## src/rtl/mux_rr_arbiter.sv

```systemverilog
// Round-robin arbiter that shares the 4:1 multiplexor between four requesters.
// Drives the mux select and a one-hot grant. An owner may keep the grant while
// it requests, but for at most MAX_HOLD cycles while another requester waits.
// All outputs are registered.
module mux_rr_arbiter #(
    parameter int unsigned MAX_HOLD = 8,
    parameter int unsigned CNT_W    = 4
) (
    input  logic             i_clk,
    input  logic             i_reset,
    input  logic [3:0]       i_req,
    output logic [3:0]       o_gnt,
    output logic [1:0]       o_sel,
    output logic             o_busy,
    output logic [CNT_W-1:0] o_hold_cnt
);

    typedef enum logic {
        IDLE,
        GRANT
    } state_t;

    localparam logic [CNT_W-1:0] HOLD_LIM = CNT_W'(MAX_HOLD - 1);

    state_t           state_q, state_d;
    logic [3:0]       gnt_q, gnt_d;
    logic [1:0]       sel_q, sel_d;
    logic             busy_q, busy_d;
    logic [CNT_W-1:0] cnt_q, cnt_d;
    logic [1:0]       last_q, last_d;

    logic [3:0]       others;

    // First set bit of req, scanning upward from last+1 and wrapping 3->0.
    // Bit 'last' itself is visited last, so masking it out excludes the owner.
    function automatic logic [1:0] rr_pick(input logic [3:0] req, input logic [1:0] last);
        logic [1:0] pick;
        logic       hit;
        pick = last;
        hit  = 1'b0;
        for (int unsigned i = 1; i <= 4; i++) begin
            logic [1:0] cand;
            cand = last + 2'(i);
            if (!hit && req[cand]) begin
                pick = cand;
                hit  = 1'b1;
            end
        end
        return pick;
    endfunction

    // State, grant and select registers; async reset leaves index 0 on top.
    always_ff @(posedge i_clk or posedge i_reset) begin
        if (i_reset) begin
            state_q <= IDLE;
            gnt_q   <= '0;
            sel_q   <= '0;
            busy_q  <= 1'b0;
            cnt_q   <= '0;
            last_q  <= 2'd3;
        end else begin
            state_q <= state_d;
            gnt_q   <= gnt_d;
            sel_q   <= sel_d;
            busy_q  <= busy_d;
            cnt_q   <= cnt_d;
            last_q  <= last_d;
        end
    end

    // Next-state logic: arbitration on entry, release, forced rotation, hold count.
    always_comb begin
        state_d = state_q;
        gnt_d   = gnt_q;
        sel_d   = sel_q;
        busy_d  = busy_q;
        cnt_d   = cnt_q;
        last_d  = last_q;
        // In GRANT, sel_q is the owner index.
        others  = i_req & ~(4'(1) << sel_q);

        case (state_q)
            IDLE: begin
                cnt_d = '0;
                if (|i_req) begin
                    state_d = GRANT;
                    sel_d   = rr_pick(i_req, last_q);
                    gnt_d   = 4'(1) << rr_pick(i_req, last_q);
                    busy_d  = 1'b1;
                end
            end
            GRANT: begin
                if (!i_req[sel_q]) begin
                    // Release: hand over on the same edge so there is no idle bubble.
                    last_d = sel_q;
                    cnt_d  = '0;
                    if (|i_req) begin
                        sel_d = rr_pick(i_req, sel_q);
                        gnt_d = 4'(1) << rr_pick(i_req, sel_q);
                    end else begin
                        state_d = IDLE;
                        gnt_d   = '0;
                        busy_d  = 1'b0;
                    end
                end else if (|others) begin
                    if (cnt_q == HOLD_LIM) begin
                        // Starvation bound reached: rotate away from the owner.
                        last_d = sel_q;
                        cnt_d  = '0;
                        sel_d  = rr_pick(others, sel_q);
                        gnt_d  = 4'(1) << rr_pick(others, sel_q);
                    end else begin
                        cnt_d = cnt_q + CNT_W'(1);
                    end
                end else if (cnt_q != HOLD_LIM) begin
                    // Uncontended: keep counting but saturate at the bound.
                    cnt_d = cnt_q + CNT_W'(1);
                end
            end
            default: begin
                state_d = IDLE;
            end
        endcase
    end

    assign o_gnt      = gnt_q;
    assign o_sel      = sel_q;
    assign o_busy     = busy_q;
    assign o_hold_cnt = cnt_q;

endmodule
```

## config.mk

```make
export PLATFORM = sky130hd
export DESIGN_NAME = mux_rr_arbiter
export DESIGN_NICKNAME = d
export VERILOG_FILES = /design/src/rtl/mux_rr_arbiter.sv
export SDC_FILE = /design/constraint.sdc
export NUM_CORES = 1
export LEC_CHECK = 0
export ABC_AREA = 1
export CAP_MARGIN = 30
export CORE_ASPECT_RATIO = 0.6
export CORE_MARGIN = 5
export CORE_UTILIZATION = 55
export DETAILED_ROUTE_END_ITERATION = 6
export PLACE_DENSITY = 0.89
export RECOVER_POWER = 50
export REMOVE_ABC_BUFFERS = 1
export SYNTH_ARGS = -nofsm -noshare
export SYNTH_HDL_FRONTEND = slang
export SYNTH_SLANG_ARGS = --single-unit
```

## constraint.sdc

```tcl
create_clock -name i_clk -period 2.9 [get_ports i_clk]
set_input_delay 0.58 -clock i_clk [delete_from_list [all_inputs] [get_ports i_clk]]
set_output_delay 0.58 -clock i_clk [all_outputs]
set_load 0.005 [all_outputs]
```

# --- Yosys cells after proc, flatten, opt, wreduce, memory -nomap -nowiden ---
# Cells that the tools add are included.
classes:
  add_sub_neg: 7
  mul: 0
  div: 0
  n_lt_le_gt_ge: 8
  n_eq_ne: 11
  shift: 4
  muxes: 104
  bitwise: 3
  n_reduce_logical: 24
op_table:
  columns: ["cell", "count"]
  rows:
  - ["two-way mux 1 bit", 53]
  - ["two-way mux 2 bit", 25]
  - ["two-way mux 4 bit", 9]
  - ["binary-select mux 1 bit (select 2 bit)", 12]
  - ["less-than comparator 2 x 3 -> 1 bit, second input constant", 8]
  - ["one-hot mux 4 bit (2 select lines)", 2]
  - ["<< shifter 1 x 2 -> 4 bit, first input constant", 4]
  - ["logical AND 1 bit", 9]
  - ["logical NOT 1 bit", 9]
  - ["AND reduction 3 bit", 3]
  - ["adder 2 bit, second input constant", 4]
  - ["OR reduction 4 bit", 2]
  - ["inequality test 2 bit, second input constant", 3]
  - ["inequality test 3 x 2 -> 1 bit, second input constant", 2]
  - ["adder 2 x 1 -> 2 bit, second input constant", 2]
  - ["adder 4 x 1 -> 4 bit, second input constant", 1]
  - ["bitwise AND 4 bit", 1]
  - ["equality test 4 x 3 -> 1 bit, second input constant", 1]
  - ["inequality test 2 x 1 -> 1 bit, second input constant", 2]
  - ["inequality test 4 x 2 -> 1 bit, second input constant", 1]
  - ["inequality test 4 x 3 -> 1 bit, second input constant", 1]
  - ["NOT 4 bit", 1]
  - ["one-hot mux 1 bit (2 select lines)", 2]
  - ["one-hot mux 2 bit (2 select lines)", 1]
  - ["other kinds (3)", 3]
totals:
  reg_bits: 14
  latch_bits: 0
  ram_bits: 0
  romBits: 0
  input_bits: 6
  elab_cells: 167
  memories: 0

# --- Logic depth before layout (Yosys ltp) ---
# Gate-level depths: netlist (run 1).
depth:
  ltp_word: 36
  ltp_mapped: 17
  ltp_nobuf: 15

# --- Worst setup path before layout (run 1) ---
# OpenSTA, ideal clock, no wires.
synth_timing:
  path_type: "reg-to-reg"
  from: "reg sel_q[0] (netlist: o_sel[0])"
  to: "reg gnt_q[0] (netlist: o_gnt[0])"
  arrival_ps: 1907
  setup_slack_ps: 876
  stages_incl_launch_ff: 17
  n_path_buf: 2
  synth_period_minus_slack_ps: 2024
  cell_sequence: "dfrtp_1 -> buf_6 -> inv_4 -> buf_6 -> ha_1 -> inv_1 -> nand3_2 -> nand2_2 -> inv_4 -> nand3_2 -> nand3_1 -> nand2_1 -> inv_1 -> nand3_1 -> nand2_1 -> nor2_1 -> nor2_1"
synth_between:
  elab_chain_cells: 36
  word_cells_on_any_way: 87
synth_rtl:
  columns: ["item", "line_no", "text"]
  rows:
  - ["from (decl)", "27", "logic [1:0] sel_q, sel_d;"]
  - ["from (signal assigned)", "64", "sel_q <= sel_d;"]
  - ["branches (longest 36 deep; another with adder 2 x 1 -> 2 bit)", null, null]
  - ["to (signal assigned)", "63", "gnt_q <= gnt_d;"]
  - ["to (decl)", "26", "logic [3:0] gnt_q, gnt_d;"]
# Parallel ways; which one is timed is not known. The select of a mux whose other input is x is not followed.
# A chain may end at the register's enable or synchronous reset.

# --- Worst setup path in the final report (run 1) ---
layout_timing:
  from: "in i_req[0]"
  to: "reg gnt_q[1] (netlist: o_gnt[1])"
layout_between:
  elab_chain_cells: 34
  word_cells_on_any_way: 115
layout_rtl:
  columns: ["item", "line_no", "text"]
  rows:
  - ["from (decl)", "11", "input logic [3:0] i_req,"]
  - ["bitwise AND 4 bit", "80", "others = i_req & ~(4'(1) << sel_q);"]
  - ["binary-select mux 1 bit (select 2 bit)", "44", "if (!hit && req[cand]) begin"]
  - ["two-way mux 1 bit (implied by the code)", "44", null]
  - ["two-way mux 1 bit", "44", null]
  - ["two-way mux 1 bit", "106", "if (cnt_q == HOLD_LIM) begin"]
  - ["two-way mux 1 bit", "105", "end else if (|others) begin"]
  - ["two-way mux 1 bit", "93", "if (!i_req[sel_q]) begin"]
  - ["two-way mux 1 bit", "82", "case (state_q)"]
  - ["(+18 left out)", null, null]
  - ["two-way mux 2 bit", "105", null]
  - ["two-way mux 2 bit", "93", null]
  - ["two-way mux 2 bit", "82", null]
  - ["<< shifter 1 x 2 -> 4 bit", "111", "gnt_d = 4'(1) << rr_pick(others, sel_q);"]
  - ["two-way mux 4 bit", "106", null]
  - ["two-way mux 4 bit", "105", null]
  - ["two-way mux 4 bit", "93", null]
  - ["one-hot mux 4 bit (2 select lines)", "82", null]
# Several ways; a longest one is shown, not always the timed one. The select of a mux whose other input is x is not followed.

==> results.txt, run 1 <==
At the end of routability-driven placement, the weighted congestion stood at approximately 0.93. The maximum fanout count along the critical path came out at 7. Counting the fill cells in the layout gives 215.

The worst path meets setup with 518.0 ps of slack. The part of the Yosys area used for sequential elements is 0.2507. CTS placed an instance of sky130_fd_sc_hd__clkbuf_8 at the clock tree root. The number of design-rule violations left by the first detailed-router iteration came out at approximately 140. The number of buffers created by CTS came out at 3. The number of global-route vias before repair is 1273.

The share of the clock period used by the worst path came out at 0.8214. At the worst endpoint, the required time is between 3000 and 4000 ps. The initial core utilization came out at 0.5699. TritonCTS built the clock tree.

The library cell used most frequently in the layout, excluding fill and tap cells, is sky130_fd_sc_hd__nand2_1. The transition at the pin with the smallest max-transition slack came out at between 500 and 600 ps. The initial antenna violation count was 0. The register bit count reported by yosys is 14. Setup repair after global routing left no endpoint under its margin. In the final timing run, aggregate negative setup slack is 0 ps.

The total global routing overflow is 0. The max-slew violation total from the final report came out at 0. The post-CTS repair timing setup buffer count came out at 0. The global-route wire length before repair is 5975 µm. The worst setup path is launched from an input pin. In this run the horizontal extent of the chip is 75.31 µm.

The pin count of the biggest net entering global routing came out at 15. The post-synthesis cell count is 220. The number of nets in the finished design is 249. For this run, the number of Yosys warnings is 0.

The HPWL after detailed placement is 2678 µm. The flow ran to the end, and the final reports show no timing, DRC or antenna violations. The clock insertion delay at the later pin of the skew report is 260 ps. The number of setup violations in the final report is 0.

The total area inside the core boundary comes to 2470 µm². CTS saw 14 sinks. During placement, the flow inserted port buffers numbering 16. The area enclosed by the die boundary came out at 3704 µm². The register clock-pin slew on the reported worst setup and hold paths came out at 70 ps. The final hold violation count came out at 0. The critical path in this run is classified as in -> reg.

Post-CTS repair changed the size of 0 cells. The total wire length after detailed routing is 3499 µm. Data on the critical path arrives at its endpoint at 2530 ps. The average routed wire per standard cell came out at 13.01 µm. The critical path endpoint category is a register. The final antenna diode count is 0. The number of cell rows came out at 14. No sink is reached through more buffers than the 2 on the longest clock path.

The all-layer global routing usage is 0.2067. The maximum operating frequency is 0.4198 GHz. The number of buffers inserted for hold repair after clock tree synthesis came out at 0.

The share of post-route cells with drive strength above 1 is 0.1646. The number of detailed-routing iterations run before antenna repair came out at 4. The final critical path time including I/O delays and setup is 2382 ps. The top cell types in the final layout, fill and taps aside, are sky130_fd_sc_hd__nand2_1, sky130_fd_sc_hd__nand3_1, sky130_fd_sc_hd__inv_1, sky130_fd_sc_hd__nor2_1, sky130_fd_sc_hd__nand2_2. The post-place setup slack is 417.0 ps. The number of I/O pins is 17.

The number of H-tree levels came out at 1. The average vias per placed instance came out at 5.543. The number of maximum-capacitance constraint violations came out at 0. The worst max-slew margin expressed relative to the limit is 0.6233. The final setup skew is between 5 and 6 ps. In this run the cell area of the synthesized design comes to 1408 µm². In this run the worst hold path is classified as reg -> reg. The average size of a mapped cell is 6.398 µm². Across all layers, the routed design uses 1491 vias. In this run the vertical extent of the chip is 49.19 µm.

The layout overhead on the synthesized area is 15.47%. The number of remaining DRC errors is 0. The count of different cell masters after synthesis is 28. The number of antenna-violating nets in the routed design came out at 0.
-- critical path, stage by stage --
cell	delay (ps)
sky130_fd_sc_hd__dlygate4sd3_1	630
sky130_fd_sc_hd__inv_1	150
sky130_fd_sc_hd__nor2_1	60
sky130_fd_sc_hd__nor4_2	480
sky130_fd_sc_hd__nand2_1	130
sky130_fd_sc_hd__nand3_2	160
sky130_fd_sc_hd__nand2_4	90
sky130_fd_sc_hd__nand2_2	90
sky130_fd_sc_hd__nor2_1	40
sky130_fd_sc_hd__nand2_1	60
sky130_fd_sc_hd__nand2_1	50
-- per-layer routing --
metal / vias to the layer above / routed length (µm) / global-route usage
li1: 744 / - / -
met1: 669 / 1756 / 0.3342
met2: 76 / 1388 / 0.2636
met3: 2 / 332 / 0.05144
met4: 0 / 21 / 0.05233
met5: - / 0 / 0
-- state kept, by name, summed over array words and instances, names as in the netlist --
signal      count
o_hold_cnt      4
o_gnt           4
o_sel           2
state_q         1
o_busy          1
last_q          2
-- synthesized netlist by cell type (all sizes together) --
| library cell | instances | area [µm²] |
|---|---|---|
| nand4 | 5 | 31.28 |
| nor2 | 21 | 93.84 |
| nand2 | 89 | 376.6 |
| xor2 | 2 | 17.52 |
| a21oi | 9 | 52.55 |
| buf | 4 | 45.04 |
| xnor2 | 1 | 16.27 |
| nor3 | 1 | 5.000 |
| ha | 5 | 62.56 |
| nand3b | 2 | 15.01 |
| nand3 | 31 | 170.2 |
| inv | 23 | 91.33 |
| a22oi | 1 | 7.510 |
| o22ai | 1 | 6.260 |
| o21ai | 9 | 45.04 |
| nor4 | 1 | 12.51 |
| a31oi | 1 | 6.260 |
| dfstp | 2 | 52.55 |
| dfrtp | 12 | 300.3 |
-- final timing paths --
path / endpoint / cells after the start / startpoint / slack [ps]
max: o_gnt[1] / 11 / i_req[0] / 520
min: o_gnt[1] / 2 / o_gnt[1] / 500
max reg2reg: o_gnt[1] / 14 / o_sel[1] / 590
min reg2reg: o_gnt[1] / 2 / o_gnt[1] / 500
max in group asynchronous: o_hold_cnt[0] / 2 / i_reset / 1720
min in group asynchronous: o_gnt[2] / 2 / i_reset / 810
-- kinds of logic after synthesis --
| kind of cell | count (synthesis) | share of synthesized area |
|---|---|---|
| AOI/OAI and AO/OA | 21 | 0.08356 |
| and+or+nand+nor | 150 | 0.5004 |
| buffers and inverters | 27 | 0.09688 |
| xor gates and xnor gates | 3 | 0.02401 |
| DFF | 14 | 0.2507 |
| adders and majority gates | 5 | 0.04444 |
-- final cells by class --
| cell class | instances | area, µm² | area share |
|---|---|---|---|
| clock buffers | 4 | 55.05 | 0.03387 |
| inverters | 23 | 91.34 | 0.05620 |
| multi-input cells | 179 | 918.4 | 0.5650 |
| flip-flops and latches | 14 | 352.8 | 0.2171 |
| well taps | 32 | 40.04 | 0.02463 |
| repair buffers | 17 | 167.7 | 0.1032 |
-- through the flow --
step | instances | cell area (µm²) | hold WS [ps] | utilization
floorplan | 216 | 1363 | 467.8 | -
global placement | 265 | 1570 | 466.8 | 0.6358
detailed placement | 265 | 1570 | 492.7 | 0.6358
CTS | 269 | 1625 | 508.9 | 0.6581
global route | 269 | 1625 | 553.2 | 0.6581
finish | 269 | 1625 | 501.9 | 0.6581
Power of run 1 is not shown: default switching activity piles up to over one toggle a cycle in this logic, so the estimate is an artifact.
==> run 2, diff against run 1 <==
clock period = 2.35 ns   (was 2.9 ns; I/O delays follow)
==> run 2 against run 1 <==
  * Global-route usage is 0.55 points higher
  * Register-to-register slack got worse by 350 ps
  * First-iteration DRC count down 33%
  * Non-clock buffer count rose by 6
  * Sequential share of layout area fell by 0.59 points
  * Design area rose by 2.8%
  * Critical path type unchanged
  * Largest cell class unchanged
==> results.txt, run 2 (synthesis results as in run 1) <==
The final hold slack came out at 481.5 ps (-20.38 ps). The number of H-tree levels came out at 1 (unchanged). The chip width came out at 75.31 µm (unchanged). The worst supply voltage drop on vdd came out at 0.001147 V. The global-route wire length before repair is 6299 µm (+5.4%). The all-layer global routing usage is 0.2122 (+0.005503).

The number of nets in the finished design came out at 255 (+2.4%). The placeable core region came out at 2470 µm² (unchanged). The post-CTS repair timing setup buffer count is 0 (unchanged). The share of the clock period used by the worst path is 0.9260. The static power due to leakage is 0.8709 nW. The combined area of the multi-input logic cells came out at 918.4 µm² (unchanged).

The run finished with clean final reports. The kind of critical path is in -> reg. The number of maximum-capacitance constraint violations came out at 0 (unchanged).

The launching element type of the critical path is an input pin. The total of fill cells in the finished design came out at 219 (+1.9%). Timing would allow up to 0.4595 GHz. The initial antenna violation count is 0 (unchanged).

The worst max-slew margin expressed relative to the limit came to 0.6192 (-0.004105). The area growth from synthesis to layout is 18.67%. The number of buffers created by CTS is 3 (unchanged). The post-placement cell count is 271 (+2.3%). The share of post-route cells with drive strength above 1 is 0.1852 (+0.02063). Setup repair after global routing left no endpoint under its margin. The global placement routability congestion came out at 0.9447 (+1.7%).

The number of global-route vias before repair is 1300 (+2.1%). The post-detailed-placement cell area is 1615 µm² (+2.9%). The total global routing overflow is 0 (unchanged). The initial core utilization came out at 0.5699 (unchanged). The vertical die dimension is 49.19 µm (unchanged).

The final antenna diode count was 0 (unchanged). The max-slew violation total from the final report is 0 (unchanged). Leaving out fill and tap cells, the most frequent cell in the layout is sky130_fd_sc_hd__nand2_1.

The path class of the tightest hold or removal check is reg -> reg. The top cell types in the final layout, fill and taps aside, are sky130_fd_sc_hd__nand2_1, sky130_fd_sc_hd__nand3_1, sky130_fd_sc_hd__inv_1, sky130_fd_sc_hd__nor2_1, sky130_fd_sc_hd__nand2_2. The number of detailed-routing iterations run before antenna repair was 4 (unchanged). The maximum fanout count along the critical path is 7 (unchanged). The average vias per placed instance came out at 5.360 (-3.3%).

The port buffer count came out at 16 (unchanged). TritonCTS built the clock tree. The area enclosed by the die boundary is 3704 µm² (unchanged).

The power density over the cells is between 1500 and 2000 nW/µm². The clock insertion delay at the later pin of the skew report is 250 ps (about the same). The critical path data required time was 2530 ps (-520 ps). The setup TNS is 0 ps (unchanged). The area of all sequential standard cells is 352.8 µm² (unchanged). The maximum clock path buffer count was 2 (unchanged). The number of design-rule violations left by the first detailed-router iteration came to 90 (-33%). The vias after detailed routing came out at 1474 (-1.1%). The number of setup violations in the final report is 0 (unchanged). The final non-filler cell total was 275 (+2.2%).

The total wire length after detailed routing was 3571 µm (+2.1%). The register clock-pin slew on the reported worst setup and hold paths came out at 70 ps (about the same). The final HPWL from detailed placement came out at 2850 µm (+6.4%). The worst path needs 2176 ps of the cycle, external delays included. The number of instances resized during post-cts repair is 0 (unchanged).

The worst endpoint data arrival time came out at 2360 ps (-170 ps). The number of cell rows came out at 14 (unchanged). The number of antenna-violating nets in the routed design is 0 (unchanged). STA classifies the critical path endpoint as a register. The clock root buffer is sky130_fd_sc_hd__clkbuf_8. The average routed wire per standard cell came to 12.99 µm (-0.17%). The transition at the pin with the smallest max-transition slack is 570.6 ps (+6.150 ps). The pin count of the biggest net entering global routing came out at 15 (unchanged).

The final hold violation count is 0 (unchanged). The number of clock sinks came to 14 (unchanged). The total non-filler cell area in the finished layout came out at 1670 µm² (+2.8%). The number of buffers inserted for hold repair after clock tree synthesis came out at 0 (unchanged). The number of I/O pins came out at 17 (unchanged). The final setup skew came out at 2.580 ps (-2.628 ps). The number of remaining DRC errors is 0 (unchanged).
-- run 2: cell types whose count changed in the layout (fill, tap and decap cells not counted) --
cell / change
sky130_fd_sc_hd__buf_4: +6
-- run 2: worst paths after layout --
path	startpoint	end	slack, ps	depth (start not counted)
worst max-delay path	i_req[0]	o_gnt[3]	170	12
worst min-delay path	o_gnt[1]	o_gnt[1]	480	2
worst max register to register	o_sel[0]	o_gnt[3]	240	13
worst min register to register	o_gnt[1]	o_gnt[1]	480	2
max in group asynchronous	i_reset	o_busy	1250	2
min in group asynchronous	i_reset	o_gnt[3]	730	2
-- run 2: power breakdown --
part	total, W	internal (W)	leakage [nW]	switching, W
Clock	0.000243	0.000148	0.0288	0.0000944
Sequential	0.000471	0.000361	0.168	0.000110
Combinational	0.00226	0.000835	0.675	0.00143
Total	0.00298	0.00134	0.871	0.00163
-- run 2: worst max-delay path, cell delays in order --
cell                            delay (ps)
sky130_fd_sc_hd__dlygate4sd3_1         590
sky130_fd_sc_hd__inv_1                 150
sky130_fd_sc_hd__nand2_1               100
sky130_fd_sc_hd__nand3_2               110
sky130_fd_sc_hd__nand2_2                90
sky130_fd_sc_hd__inv_4                  90
sky130_fd_sc_hd__nand3_1               110
sky130_fd_sc_hd__a21oi_2               230
sky130_fd_sc_hd__nand3_1               110
sky130_fd_sc_hd__nand2_1                90
sky130_fd_sc_hd__nand2_1                80
sky130_fd_sc_hd__a21oi_2               120
-- run 2: area by class of cell --
class                           count  area share
Timing Repair Buffer               23      0.1273
Multi-Input combinational cell    179      0.5498
Inverter                           23     0.05468
Tap cell                           32     0.02397
Sequential cell                    14      0.2112
Clock buffer                        4     0.03296
-- run 2: routing by layer --
metal  routed length, µm  vias to the layer above  global-route usage
met1                1858                      649              0.3674
met5                   0                        -                   0
met4                  19                        0             0.02616
li1                    -                      762                   -
met3                 285                        4             0.03292
met2                1408                       59              0.2693
-- run 2: through the flow --
stage / total power [W] / setup slack, ps / utilization
floorplan: 0.002121 / 344.1 / -
global placement: 0.002656 / 59.60 / 0.6540
detailed placement: 0.002707 / -33.37 / 0.6540
CTS: 0.002964 / 225.7 / 0.6763
global route: 0.003320 / 29.22 / 0.6763
finish: 0.002978 / 173.8 / 0.6763
Note: power is estimated with default switching activity, not from simulation.
==> run 3, diff against run 2 <==
CTS_CLUSTER_DIAMETER = 80   (was default)
==> results of run 3 <==
The final DEF is identical to that of run 2; final timing and power are the same.
